<file path="src/rtl/wdt_pkg.sv">
// Shared types and defaults for the watchdog fault responder.
// Build option: define WDT_FAULT_LOG_EN to enable the trip counter in wdt_fault_responder.
package wdt_pkg;

    localparam int WDT_AMP_W_DEF       = 16;
    localparam int WDT_RAMP_STEP_DEF   = 4096;
    localparam int WDT_WARN_SHIFT_DEF  = 1;
    localparam int WDT_HOLD_CYCLES_DEF = 1024;

    // Responder states; RECOVER is the post-reset state so the carrier soft-starts.
    typedef enum logic [2:0] {
        WDT_IDLE    = 3'd0,
        WDT_WARN    = 3'd1,
        WDT_RAMP_DN = 3'd2,
        WDT_HOLD    = 3'd3,
        WDT_RECOVER = 3'd4
    } wdt_resp_state_t;

    // Command to the gain ramp register for the next cycle.
    typedef enum logic [1:0] {
        RAMP_OP_KEEP = 2'd0,
        RAMP_OP_UP   = 2'd1,
        RAMP_OP_DN   = 2'd2,
        RAMP_OP_LOAD = 2'd3
    } ramp_op_t;

    // Saturating 8-bit increment for event counters.
    function automatic logic [7:0] sat_inc8(input logic [7:0] v);
        return (v == 8'hFF) ? v : v + 8'd1;
    endfunction

endpackage

</file>
<file path="src/rtl/wdt_fault_responder_gain_ramp.sv">
// Saturating up/down gain register. The up/down candidates are exported so the
// controlling FSM can decide transitions on the value the register is about to take.
module gain_ramp
    import wdt_pkg::*;
#(
    parameter int AMP_W = WDT_AMP_W_DEF,
    parameter int STEP  = WDT_RAMP_STEP_DEF
) (
    input  logic             clk,
    input  logic             rstn,
    input  ramp_op_t         i_op,
    input  logic [AMP_W-1:0] i_load_val,
    output logic [AMP_W-1:0] o_gain,
    output logic [AMP_W-1:0] o_up_val,
    output logic [AMP_W-1:0] o_dn_val
);

    localparam logic [AMP_W-1:0] GMAX   = {AMP_W{1'b1}};
    localparam logic [AMP_W:0]   GMAX_X = {1'b0, GMAX};
    localparam logic [AMP_W:0]   STEP_X = (AMP_W + 1)'(STEP);

    logic [AMP_W-1:0] r_gain;
    logic [AMP_W:0]   w_gain_x;
    logic [AMP_W:0]   w_sum;
    logic [AMP_W:0]   w_diff;
    logic [AMP_W-1:0] w_next;

    // Candidate values computed one bit wider so neither direction can wrap.
    always_comb begin
        w_gain_x = {1'b0, r_gain};
        w_sum    = w_gain_x + STEP_X;
        w_diff   = w_gain_x - STEP_X;
        if (w_sum > GMAX_X) begin
            o_up_val = GMAX;
        end else begin
            o_up_val = w_sum[AMP_W-1:0];
        end
        if (w_gain_x > STEP_X) begin
            o_dn_val = w_diff[AMP_W-1:0];
        end else begin
            o_dn_val = {AMP_W{1'b0}};
        end
    end

    // Select the next gain according to the requested operation.
    always_comb begin
        w_next = r_gain;
        case (i_op)
            RAMP_OP_KEEP: w_next = r_gain;
            RAMP_OP_UP:   w_next = o_up_val;
            RAMP_OP_DN:   w_next = o_dn_val;
            RAMP_OP_LOAD: w_next = i_load_val;
            default:      w_next = {AMP_W{1'b0}};
        endcase
    end

    // Gain register; starts silent so the carrier soft-starts out of reset.
    always_ff @(posedge clk or negedge rstn) begin
        if (!rstn) begin
            r_gain <= {AMP_W{1'b0}};
        end else begin
            r_gain <= w_next;
        end
    end

    assign o_gain = r_gain;

endmodule

</file>
<file path="src/rtl/wdt_fault_responder.sv">
// Watchdog alarm consumer: attenuates the AM carrier on warning, ramps it to zero
// on a trip, pulses the DSP-chain reset, then soft-starts the carrier again.
// Build option: WDT_FAULT_LOG_EN enables the saturating trip counter on fault_count.
module wdt_fault_responder
    import wdt_pkg::*;
#(
    parameter int AMP_W       = WDT_AMP_W_DEF,
    parameter int RAMP_STEP   = WDT_RAMP_STEP_DEF,
    parameter int WARN_SHIFT  = WDT_WARN_SHIFT_DEF,
    parameter int HOLD_CYCLES = WDT_HOLD_CYCLES_DEF
) (
    input  logic             clk,
    input  logic             rstn,
    input  logic             warning,
    input  logic             force_reset,
    output logic [AMP_W-1:0] gain,
    output logic             sys_rst_n_o,
    output logic             fault_active,
    output logic [7:0]       fault_count
);

    localparam logic [AMP_W-1:0] GMAX      = {AMP_W{1'b1}};
    localparam logic [AMP_W-1:0] GWARN     = GMAX >> WARN_SHIFT;
    localparam int               HC_W      = (HOLD_CYCLES > 1) ? $clog2(HOLD_CYCLES) : 1;
    localparam logic [HC_W-1:0]  HOLD_LAST = HC_W'(HOLD_CYCLES - 1);

    wdt_resp_state_t  r_state;
    wdt_resp_state_t  w_state_nxt;
    logic [HC_W-1:0]  r_hold_cnt;
    logic [HC_W-1:0]  w_hold_cnt_nxt;
    logic             r_sys_rst_n;
    logic             r_fault_active;
    logic             w_fault_active_nxt;
    ramp_op_t         w_op;
    logic [AMP_W-1:0] w_load_val;
    logic [AMP_W-1:0] w_gain;
    logic [AMP_W-1:0] w_up_val;
    logic [AMP_W-1:0] w_dn_val;

    gain_ramp #(
        .AMP_W (AMP_W),
        .STEP  (RAMP_STEP)
    ) u_gain_ramp (
        .clk        (clk),
        .rstn       (rstn),
        .i_op       (w_op),
        .i_load_val (w_load_val),
        .o_gain     (w_gain),
        .o_up_val   (w_up_val),
        .o_dn_val   (w_dn_val)
    );

    // Next-state, gain command and hold-count decode; force_reset always wins over warning.
    always_comb begin
        w_state_nxt    = r_state;
        w_op           = RAMP_OP_KEEP;
        w_load_val     = {AMP_W{1'b0}};
        w_hold_cnt_nxt = {HC_W{1'b0}};
        case (r_state)
            WDT_IDLE: begin
                if (force_reset) begin
                    w_state_nxt = WDT_RAMP_DN;
                    w_op        = RAMP_OP_DN;
                end else if (warning) begin
                    w_state_nxt = WDT_WARN;
                    w_op        = RAMP_OP_LOAD;
                    w_load_val  = GWARN;
                end else begin
                    w_op        = RAMP_OP_LOAD;
                    w_load_val  = GMAX;
                end
            end
            WDT_WARN: begin
                if (force_reset) begin
                    w_state_nxt = WDT_RAMP_DN;
                    w_op        = RAMP_OP_DN;
                end else if (!warning) begin
                    w_state_nxt = WDT_IDLE;
                    w_op        = RAMP_OP_LOAD;
                    w_load_val  = GMAX;
                end else begin
                    w_op        = RAMP_OP_LOAD;
                    w_load_val  = GWARN;
                end
            end
            WDT_RAMP_DN: begin
                // Inputs are ignored until the carrier is fully off.
                w_op = RAMP_OP_DN;
                if (w_dn_val == {AMP_W{1'b0}}) begin
                    w_state_nxt = WDT_HOLD;
                end else begin
                    w_state_nxt = WDT_RAMP_DN;
                end
            end
            WDT_HOLD: begin
                // Fixed-length hold: a trip still asserted is handled in RECOVER instead.
                w_op       = RAMP_OP_LOAD;
                w_load_val = {AMP_W{1'b0}};
                if (r_hold_cnt == HOLD_LAST) begin
                    w_state_nxt = WDT_RECOVER;
                end else begin
                    w_hold_cnt_nxt = r_hold_cnt + {{(HC_W-1){1'b0}}, 1'b1};
                end
            end
            WDT_RECOVER: begin
                if (force_reset) begin
                    w_state_nxt = WDT_RAMP_DN;
                    w_op        = RAMP_OP_DN;
                end else if (w_up_val == GMAX) begin
                    w_op = RAMP_OP_LOAD;
                    if (warning) begin
                        w_state_nxt = WDT_WARN;
                        w_load_val  = GWARN;
                    end else begin
                        w_state_nxt = WDT_IDLE;
                        w_load_val  = GMAX;
                    end
                end else begin
                    w_op = RAMP_OP_UP;
                end
            end
            default: begin
                // Illegal encoding: silence the carrier and soft-start again.
                w_state_nxt = WDT_RECOVER;
                w_op        = RAMP_OP_LOAD;
                w_load_val  = {AMP_W{1'b0}};
            end
        endcase
    end

    // Fault indication follows the state being entered so it lines up with gain.
    always_comb begin
        w_fault_active_nxt = 1'b0;
        case (w_state_nxt)
            WDT_RAMP_DN, WDT_HOLD, WDT_RECOVER: w_fault_active_nxt = 1'b1;
            default:                            w_fault_active_nxt = 1'b0;
        endcase
    end

    // State, hold counter and registered status outputs.
    always_ff @(posedge clk or negedge rstn) begin
        if (!rstn) begin
            r_state        <= WDT_RECOVER;
            r_hold_cnt     <= {HC_W{1'b0}};
            r_sys_rst_n    <= 1'b1;
            r_fault_active <= 1'b1;
        end else begin
            r_state        <= w_state_nxt;
            r_hold_cnt     <= w_hold_cnt_nxt;
            r_sys_rst_n    <= (w_state_nxt != WDT_HOLD);
            r_fault_active <= w_fault_active_nxt;
        end
    end

`ifdef WDT_FAULT_LOG_EN
    logic       w_trip;
    logic [7:0] r_fault_count;

    assign w_trip = (w_state_nxt == WDT_RAMP_DN) && (r_state != WDT_RAMP_DN);

    // Trip counter: counts entries into ramp-down, saturating, cleared only by rstn.
    always_ff @(posedge clk or negedge rstn) begin
        if (!rstn) begin
            r_fault_count <= 8'd0;
        end else if (w_trip) begin
            r_fault_count <= sat_inc8(r_fault_count);
        end else begin
            r_fault_count <= r_fault_count;
        end
    end

    assign fault_count = r_fault_count;
`else
    assign fault_count = 8'd0;
`endif

    assign gain         = w_gain;
    assign sys_rst_n_o  = r_sys_rst_n;
    assign fault_active = r_fault_active;

endmodule

</file>
<file path="config.mk">
export PLATFORM = sky130hd
export DESIGN_NAME = wdt_fault_responder
export DESIGN_NICKNAME = d
export VERILOG_FILES = /design/src/rtl/wdt_pkg.sv /design/src/rtl/wdt_fault_responder_gain_ramp.sv /design/src/rtl/wdt_fault_responder.sv
export SDC_FILE = /design/constraint.sdc
export NUM_CORES = 1
export LEC_CHECK = 0
export CAP_MARGIN = 30
export CORE_ASPECT_RATIO = 2
export CORE_MARGIN = 2
export CORE_UTILIZATION = 30
export CTS_CLUSTER_DIAMETER = 200
export CTS_CLUSTER_SIZE = 10
export DETAILED_ROUTE_END_ITERATION = 10
export MAX_ROUTING_LAYER = met4
export PLACE_DENSITY = 0.57
export SYNTH_ARGS = -nofsm -noshare
export SYNTH_HDL_FRONTEND = slang
export SYNTH_SLANG_ARGS = --single-unit
</file>
<file path="constraint.sdc">
create_clock -name clk -period 2.3 [get_ports clk]
set_clock_uncertainty 0.15 [all_clocks]
set_input_delay 0.23 -clock clk [delete_from_list [all_inputs] [get_ports clk]]
set_output_delay 0.23 -clock clk [all_outputs]
set_load 0.02 [all_outputs]
</file>
After elaboration in Yosys (flattened, before gate mapping)
Index checks and enable logic that the tools add are counted.

Bits of input ports: 4. Flip-flop bits (word level): 31.

Equal/unequal tests: 13. Magnitude comparators: 2. Add/sub/neg operators: 3. Reductions and logical operators: 5. Multiplexer cells: 25.

Operator list (count): 16-bit two-way mux (6); 16-bit case mux with 3 select lines (1); 16-bit case mux with 2 select lines (1); 3-bit two-way mux (7); 10-bit two-way mux (2); 16-bit by 13-bit adder with 17-bit output (second input constant) (1); 17-bit by 16-bit > comparator with 1-bit output (second input constant) (1); 16-bit equality test (second input constant) (1); 16-bit by 13-bit > comparator with 1-bit output (second input constant) (1); 16-bit zero test (1); 16-bit by 13-bit subtractor with 16-bit output (second input constant) (1); 3-bit case mux with 5 select lines (1); 3-bit by 2-bit equality test with 1-bit output (second input constant) (4); 10-bit by 1-bit adder with 10-bit output (second input constant) (1); 10-bit equality test (second input constant) (1); 3-bit equality test (second input constant) (2); 2-bit case mux with 3 select lines (1); 2-bit equality test (second input constant) (2); 1-bit two-way mux (4); 2-bit two-way mux (2); 3-bit by 1-bit equality test with 1-bit output (second input constant) (1); 3-bit zero test (1); 3-bit by 2-bit inequality test with 1-bit output (second input constant) (1); 3-bit OR reduction (1); 3 further kinds (3).

Logic depth before layout (Yosys ltp)
Gate-level depths: netlist (run 1).

Depth after elaboration: 10. Gate-level depth with buffers: 8. Gate-level depth less buffers: 8.

Cells and area by module
From an unflattened synthesis (run 1), not the netlist that was laid out.

Cell total of the unflattened synthesis: 238. Area total of the unflattened synthesis: 2057.0 um^2.

By module, submodules not included: gain_ramp (cells an instance 143, times used 1, area each 1174.9 um^2); wdt_fault_responder (cells an instance 95, times used 1, area each 882.1 um^2).

Least setup slack after synthesis (run 1)
Ideal clock, no wire load.

Path kind: register to register. Start point: reg u_gain_ramp.r_gain[12], in the netlist u_gain_ramp.o_gain[12]. End point: reg u_gain_ramp.r_gain[10], in the netlist u_gain_ramp.o_gain[10]. Cell stages (with the launch flop): 9. Path slack: -142 ps. Path buffers: 1. Arrival: 2174 ps. Required time: 2032 ps. Path through: dfrtp_1 > inv_1 > ha_1 > nand4_1 > nor4_2 > o21ai_0 > a21bo_2 > buf_6 > a21o_1.

Longest elaborated chain between the ends: 9. Elaborated cells on any way between the ends: 17. Those cells by class: add/sub (1); order compare (2); eq/ne (4); mux (9); reduce/logical (1).

Ends and longest elaborated chain: start: declaration (RTL line wdt_fault_responder_gain_ramp.sv:22) `logic [AMP_W-1:0] r_gain;`; start signal: assignment (RTL line wdt_fault_responder_gain_ramp.sv:60) `r_gain <= {AMP_W{1'b0}};`; start signal: assignment (RTL line wdt_fault_responder_gain_ramp.sv:62) `r_gain <= w_next;`; 16-bit by 13-bit adder with 17-bit output (RTL line wdt_fault_responder_gain_ramp.sv:31) `w_sum = w_gain_x + STEP_X;`; 17-bit by 16-bit > comparator with 1-bit output (RTL line wdt_fault_responder_gain_ramp.sv:33) `if (w_sum > GMAX_X) begin`; 16-bit two-way mux (RTL line wdt_fault_responder_gain_ramp.sv:33); 16-bit equality test (RTL line wdt_fault_responder.sv:109) `end else if (w_up_val == GMAX) begin`; 2-bit two-way mux (RTL line wdt_fault_responder.sv:109); 2-bit two-way mux (RTL line wdt_fault_responder.sv:106) `if (force_reset) begin`; 2-bit case mux with 3 select lines (RTL line wdt_fault_responder.sv:59) `case (r_state)`; 2-bit equality test or 2-bit by 1-bit equality test with 1-bit output (tied branches) (RTL line wdt_fault_responder_gain_ramp.sv:48) `case (i_op)`; 16-bit case mux with 3 select lines (RTL line wdt_fault_responder_gain_ramp.sv:48).

Parallel ways exist; a longest one is shown, timed or not. A chain may end at the register's enable or synchronous reset.

Worst setup path after layout (run 1)
Start point: reg u_gain_ramp.r_gain[13], in the netlist u_gain_ramp.o_gain[13]. End point: reg u_gain_ramp.r_gain[12], in the netlist u_gain_ramp.o_gain[12].

Same word-level chain as after synthesis.

==> key figures, run 1 <==
Routing
  – DRT Pass-1 Iters: 4
  – Routed vias/inst: 4.98
  – DR vias: 1,256
  – DRT iter0 DRCs: 25
  – Routed wire per std cell: 15.1 um
  – Drt drc: 0
  – Post-DRT Antenna Nets: 0
  – Final wirelength: about 3.8 mm

Die
  – Die Ht: about 110 um
  – Chip width: 56.8 um
  – # IOs: 30
  – Area of the die: between 0.006 and 0.007 mm^2
  – Num rows: 38
  – Core Box Area: 0.00542 mm^2
  – Starting Density: 0.309

Timing
  – Max transition margin: 0.672
  – Final hold violation count: 0
  – Final setup violation count: 0
  – Worst-Margin Slew: between 0.4 and 0.5 ns
  – Final Max Tran Viols: 0
  – Final period util: 0.927
  – RSZ-0062 raised after global routing: no
  – Fin Setup TNS: 0 ns
  – Min cycle time layout: between 2 and 2.5 ns
  – Fmax: ~470 MHz

Logic synthesis
  – Sequential fraction of the synthesis area: 0.465
  – Ys Warns: 0
  – Ys flop type: dfrtp_1
  – Syn Inst Count: 160
  – Mapped cell area: 0.00168 mm^2
  – Number of flops mapped to enable cells by yosys: 0
  – #FFs+latches synth: 31
  – Netlist cell types: 48
  – Post-synth ARST share: 1.00
  – Syn_area_per_cell: 10.5 um^2

Layout
  – NumNets Final: 200
  – Share of cells above drive strength 1: 0.182
  – Final Util: 0.376
  – Ant. Diodes: 0
  – Area Overhead vs Synth: 21.7%

Setup path
  – Required time of the critical path: 2.36 ns
  – Crit path DAT: 2.20 ns
  – CP max stage delay: 0.42 ns
  – Critical path type: register to register
  – CP Launch Point: u_gain_ramp.o_gain[13]$_DFFE_PN0P_
  – Setup crit end kind: register
  – Critical path startpoint category: register
  – Worst flop-to-flop path startpoint: u_gain_ramp.o_gain[13]$_DFFE_PN0P_
  – Crit Path Max Fanout: 13
  – CP max-delay cell: dfrtp_2
  – Worst-path cell chain: buf_4 -> ha_1 -> nand2b_1 -> a211oi_4 -> o211ai_2 -> a211oi_4 -> buf_4 -> a21o_1

Placed design
  – Port-buffer cells: 21
  – Post-DP HPWL: 3.00 mm
  – GP Congestion: ~0.85

Global routing
  – Gr usage total: 0.139
  – Initial antenna violation count: 0
  – Vias in the first global route: 1,293
  – First-pass GRT wire length: 6.42 mm
  – Largest net degree at the start of global routing: 32
  – Overflow left after global routing: 0

Worst hold path
  – Hold Path Class: input pin to asynchronous set/reset pin

Power
  – Leakage: ~0.93 nW
  – Power per cell area: 1240 mW/mm^2
  – Peak VDD IR: 0.640 mV

CTS
  – Post-CTS Hold Buffers: 0
  – Latest clock arrival within the worst-skew pair: 0.28 ns
  – CTS sink cnt: 31
  – Clk root buf: clkbuf_8
  – H-tree Lvls: 2
  – Post-CTS setup buffers: 0
  – TritonCTS Buffers: 5
  – Post-CTS sizing: 0
  – CTS tree: done
  – Clk slew on worst S/H paths: 0.07 ns
  – Clock buffer depth: 2

Job
  – Max_cap viols: 0

Status
  – Status: finished, final reports clean
==> area by class of cell <==
type	count	area [um^2]
clock buffer	7	86.3
clock inverter	1	5.00
fill	577	3380
inverter	7	26.3
multi-input combinational	116	787
sequential	31	782
tap	60	75.1
timing repair buffer	30	278
==> cell usage in the layout (no fill, tap or decap), types with 5 or more instances in the layout <==
cell             synthesis  routed
a21o_1                  10      10
conb_1                   1       8
clkbuf_8                 0       6
o21ai_0                  6       5
nand2_1                 10      10
clkdlybuf4s50_1          0      21
buf_4                    8       9
nor2_1                  13      13
xnor2_1                  5       5
dfrtp_1                 28      26
inv_1                    6       6
ha_1                     5       5
nand3_1                  8       8
==> power breakdown <==
| part | switching [W] | total (W) | internal (W) | leakage (nW) |
|---|---|---|---|---|
| registers | 0.000201 | 0.000916 | 0.000714 | 0.403 |
| clock network | 0.000192 | 0.000433 | 0.000241 | 0.0482 |
| logic | 0.000643 | 0.00118 | 0.000534 | 0.481 |
| total | 0.00104 | 0.00253 | 0.00149 | 0.933 |
==> final timing paths <==
kind / depth (start not counted) / slack [ns] / end
max: 8 / 0.17 / u_gain_ramp.o_gain[12]$_DFFE_PN0P_
min: 2 / 0.19 / u_gain_ramp.o_gain[3]$_DFFE_PN0P_
max reg2reg: 8 / 0.17 / u_gain_ramp.o_gain[12]$_DFFE_PN0P_
min reg2reg: 1 / 0.34 / r_hold_cnt[0]$_DFF_PN0_
max in group asynchronous: 2 / 1.48 / r_state[2]$_DFF_PN1_
min in group clk: 1 / 0.34 / r_hold_cnt[0]$_DFF_PN0_
==> cell usage after synthesis (all sizes together) (2+ instances only) <==
master | count | area [um^2]
o221ai | 2 | 23.8
nand2 | 10 | 37.5
nand2b | 4 | 25.0
nand3 | 8 | 40.0
a211oi | 2 | 32.5
o211ai | 2 | 20.0
dfstp | 3 | 78.8
nor2 | 13 | 48.8
inv | 7 | 26.3
nand4 | 2 | 12.5
xnor2 | 5 | 43.8
a21oi | 4 | 20.0
nor4 | 4 | 31.3
dfrtp | 28 | 701
and2 | 2 | 12.5
o21ai | 7 | 35.0
a31oi | 2 | 12.5
ha | 5 | 62.6
a21o | 13 | 101
buf | 12 | 105
nor3b | 2 | 15.0
nor3 | 3 | 15.0
xor2 | 3 | 26.3
==> flip-flops by register name (all words and copies together), names as in the netlist <==
register            cells
r_state                 3
r_hold_cnt             10
u_gain_ramp.o_gain     16
fault_active            1
sys_rst_n_o             1
==> cell families after synthesis <==
family,synth area share
mux,0.00597
compound gates,0.186
flops,0.465
xor+xnor,0.0418
simple gates,0.176
fa+ha+maj,0.0373
other cells,0.00224
buf+inv,0.0851
==> worst max-delay path: cells and delay by family, from the launching register on <==
kind                     cells  cell delay [ns]
AO/OA/AOI/OAI                4             0.78
AND/OR/NAND/NOR              1             0.17
adder cells (fa/ha/maj)      1             0.16
flip-flops                   1             0.42
buffers and inverters        2             0.39
==> per-layer routing <==
metal  wire length, um  GRT usage
met1              1350      0.133
met2              2200      0.262
met3               125     0.0259
met4               143     0.0648
met5                 0          -
==> per-stage QoR <==
step / total power, W / instances / cell area, um^2 / setup slack [ns] / hold WS, ns
floorplan: 0.00168 / 167 / 1700 / 0.00913 / -0.216
global placement: 0.00211 / 244 / 1940 / 0.0799 / 0.332
detailed placement: 0.00211 / 244 / 1940 / 0.0660 / 0.339
CTS: 0.00255 / 252 / 2030 / 0.0511 / 0.208
global route: 0.00270 / 252 / 2040 / 0.0115 / 0.234
finish: 0.00253 / 252 / 2040 / 0.169 / 0.191
No activity file was read; power rests on OpenSTA's default activity.
==> run 2: changes to the inputs <==
Settings changed: CAP_MARGIN 30 to 20.
==> results of run 2 <==
Same layout as run 1: the final DEF is identical, and so are final timing and power.
==> run 3: changes to the inputs <==
Settings changed: REMOVE_ABC_BUFFERS set to 1, SLEW_MARGIN set to 20.
==> key figures, run 3 (synthesis gave the netlist of run 1 again) <==
Status
  – Status: finished, final reports clean

Die
  – Area of the die: 0.00623 mm^2
  – Core Box Area: 0.00542 mm^2
  – # IOs: 30
  – Num rows: 38
  – Chip width: ~57 um
  – Die Ht: 110 um
  – Starting Density: 0.309

Setup path
  – Setup crit end kind: register
  – Critical path type: register to register
  – Top cell family by delay on the critical path: compound AO/OA/AOI/OAI gates
  – CP max stage delay: 0.34 ns
  – Crit Path Max Fanout: 13
  – Critical path startpoint category: register
  – Crit path DAT: 2.18 ns
  – Required time of the critical path: roughly 2.3 ns
  – Worst-path cell chain: buf_4 -> ha_2 -> and4b_4 -> a211oi_4 -> o21ai_1 -> a21bo_4 -> a21o_2
  – Buf/Inv on CP: 1
  – CP max-delay cell: dfrtp_1

Routing
  – Final wirelength: around 3.7 mm
  – Routed vias/inst: 5.20
  – DRT iter0 DRCs: 31
  – DRT Pass-1 Iters: 4
  – Post-DRT Antenna Nets: 0
  – Drt drc: 0
  – DR vias: 1,310
  – Routed wire per std cell: 14.8 um

Timing
  – Final Max Tran Viols: 0
  – Fin Setup TNS: 0 ns
  – Final period util: 0.940
  – Final worst slack: roughly 0.14 ns
  – Min cycle time layout: 2.16 ns
  – Worst hold slack: 0.188 ns
  – Final setup violation count: 0
  – Final hold violation count: 0
  – Fmax: approximately 460 MHz

Placed design
  – Pre-CTS WS: -0.00314 ns
  – GP Congestion: 0.754
  – Port-buffer cells: 21
  – Post-DP HPWL: between 2 and 3 mm

Global routing
  – Largest net degree at the start of global routing: 32
  – Vias in the first global route: ~1.3k
  – Overflow left after global routing: 0
  – Initial antenna violation count: 0
  – Gr usage total: 0.137
  – First-pass GRT wire length: 6.29 mm

CTS
  – Post-CTS Hold Buffers: 0
  – CTS tree: done
  – Latest clock arrival within the worst-skew pair: between 0.2 and 0.3 ns
  – H-tree Lvls: 2
  – TritonCTS Buffers: 5
  – Clk slew on worst S/H paths: 0.07 ns
  – Clock buffer depth: 2
  – Clk root buf: clkbuf_8
  – CTS sink cnt: 31

Power
  – Leakage: 0.947 nW
  – Total power draw: 0.00253 W
  – Peak VDD IR: 0.589 mV
  – Power per cell area: 1230 mW/mm^2

Layout
  – NumNets Final: 200
  – Commonest non-fill, non-tap cell in the layout: dfrtp_1
  – Ant. Diodes: 0
  – Share of cells above drive strength 1: 0.177
  – Area Overhead vs Synth: 22.5%
  – Max FFs per register: 16
  – Most frequent cells in the layout: dfrtp_1 (28), clkdlybuf4s50_1 (21), nor2_1 (13)

Worst hold path
  – Hold Path Class: input pin to asynchronous set/reset pin

Job
  – Max_cap viols: 0
==> run 3: changes by cell type in the layout (fill, tap and decap cells not counted), sizes merged <==
| cell | previous run | this run |
|---|---|---|
| clkinvlp | 0 | 1 |
| clkbuf | 7 | 6 |
==> run 3: worst paths after layout <==
kind / start / end / slack, ns / cells after the start
setup / recovery: u_gain_ramp.o_gain[12]$_DFFE_PN0P_ / u_gain_ramp.o_gain[0]$_DFFE_PN0P_ / 0.14 / 7
hold / removal: rstn / r_hold_cnt[6]$_DFF_PN0_ / 0.19 / 2
max in group asynchronous: rstn / r_state[2]$_DFF_PN1_ / 1.48 / 2
setup reg to reg: u_gain_ramp.o_gain[12]$_DFFE_PN0P_ / u_gain_ramp.o_gain[0]$_DFFE_PN0P_ / 0.14 / 7
hold reg to reg: r_hold_cnt[0]$_DFF_PN0_ / r_hold_cnt[0]$_DFF_PN0_ / 0.34 / 1
min in group clk: r_hold_cnt[0]$_DFF_PN0_ / r_hold_cnt[0]$_DFF_PN0_ / 0.34 / 1
==> run 3: through the flow <==
stage	utilization	cell area [um^2]	std cells
2_1_floorplan	-	1590	154
3_3_place_gp	0.358	1940	244
3_5_place_dp	0.358	1940	244
4_1_cts	0.373	2020	252
5_1_grt	0.379	2050	252
6_report	0.379	2050	252
==> run 3: power breakdown <==
group	switching (W)	internal, W
Sequential	0.000197	0.000711
Clock	0.000203	0.000211
Combinational	0.000647	0.000564
Total	0.00105	0.00149
==> run 3: repair_timing <==
| action | CTS | global route |
|---|---|---|
| gates cloned | 0 | 0 |
| endpoints found under the setup margin | 3 | 17 |
| gates resized for setup | 0 | 6 |
| pin swaps | 1 | 1 |
| setup buffers | 0 | 0 |
==> run 3: final cells by class <==
type | instances | area [um^2]
fillers | 589 | 3370
multi-input cells | 116 | 805
flip-flops and latches | 31 | 779
repair buffers | 30 | 282
well taps | 60 | 75.1
clock buffers | 6 | 72.6
inverters | 7 | 26.3
clock inverters | 2 | 12.5
==> run 3: per-layer routing <==
| metal | track usage | wire (um) | up-vias |
|---|---|---|---|
| met4 | 0.0731 | 154 | 0 |
| met1 | 0.131 | 1320 | 649 |
| met3 | 0.0282 | 139 | 12 |
| li1 | - | - | 614 |
| met5 | - | 0 | - |
| met2 | 0.254 | 2120 | 35 |
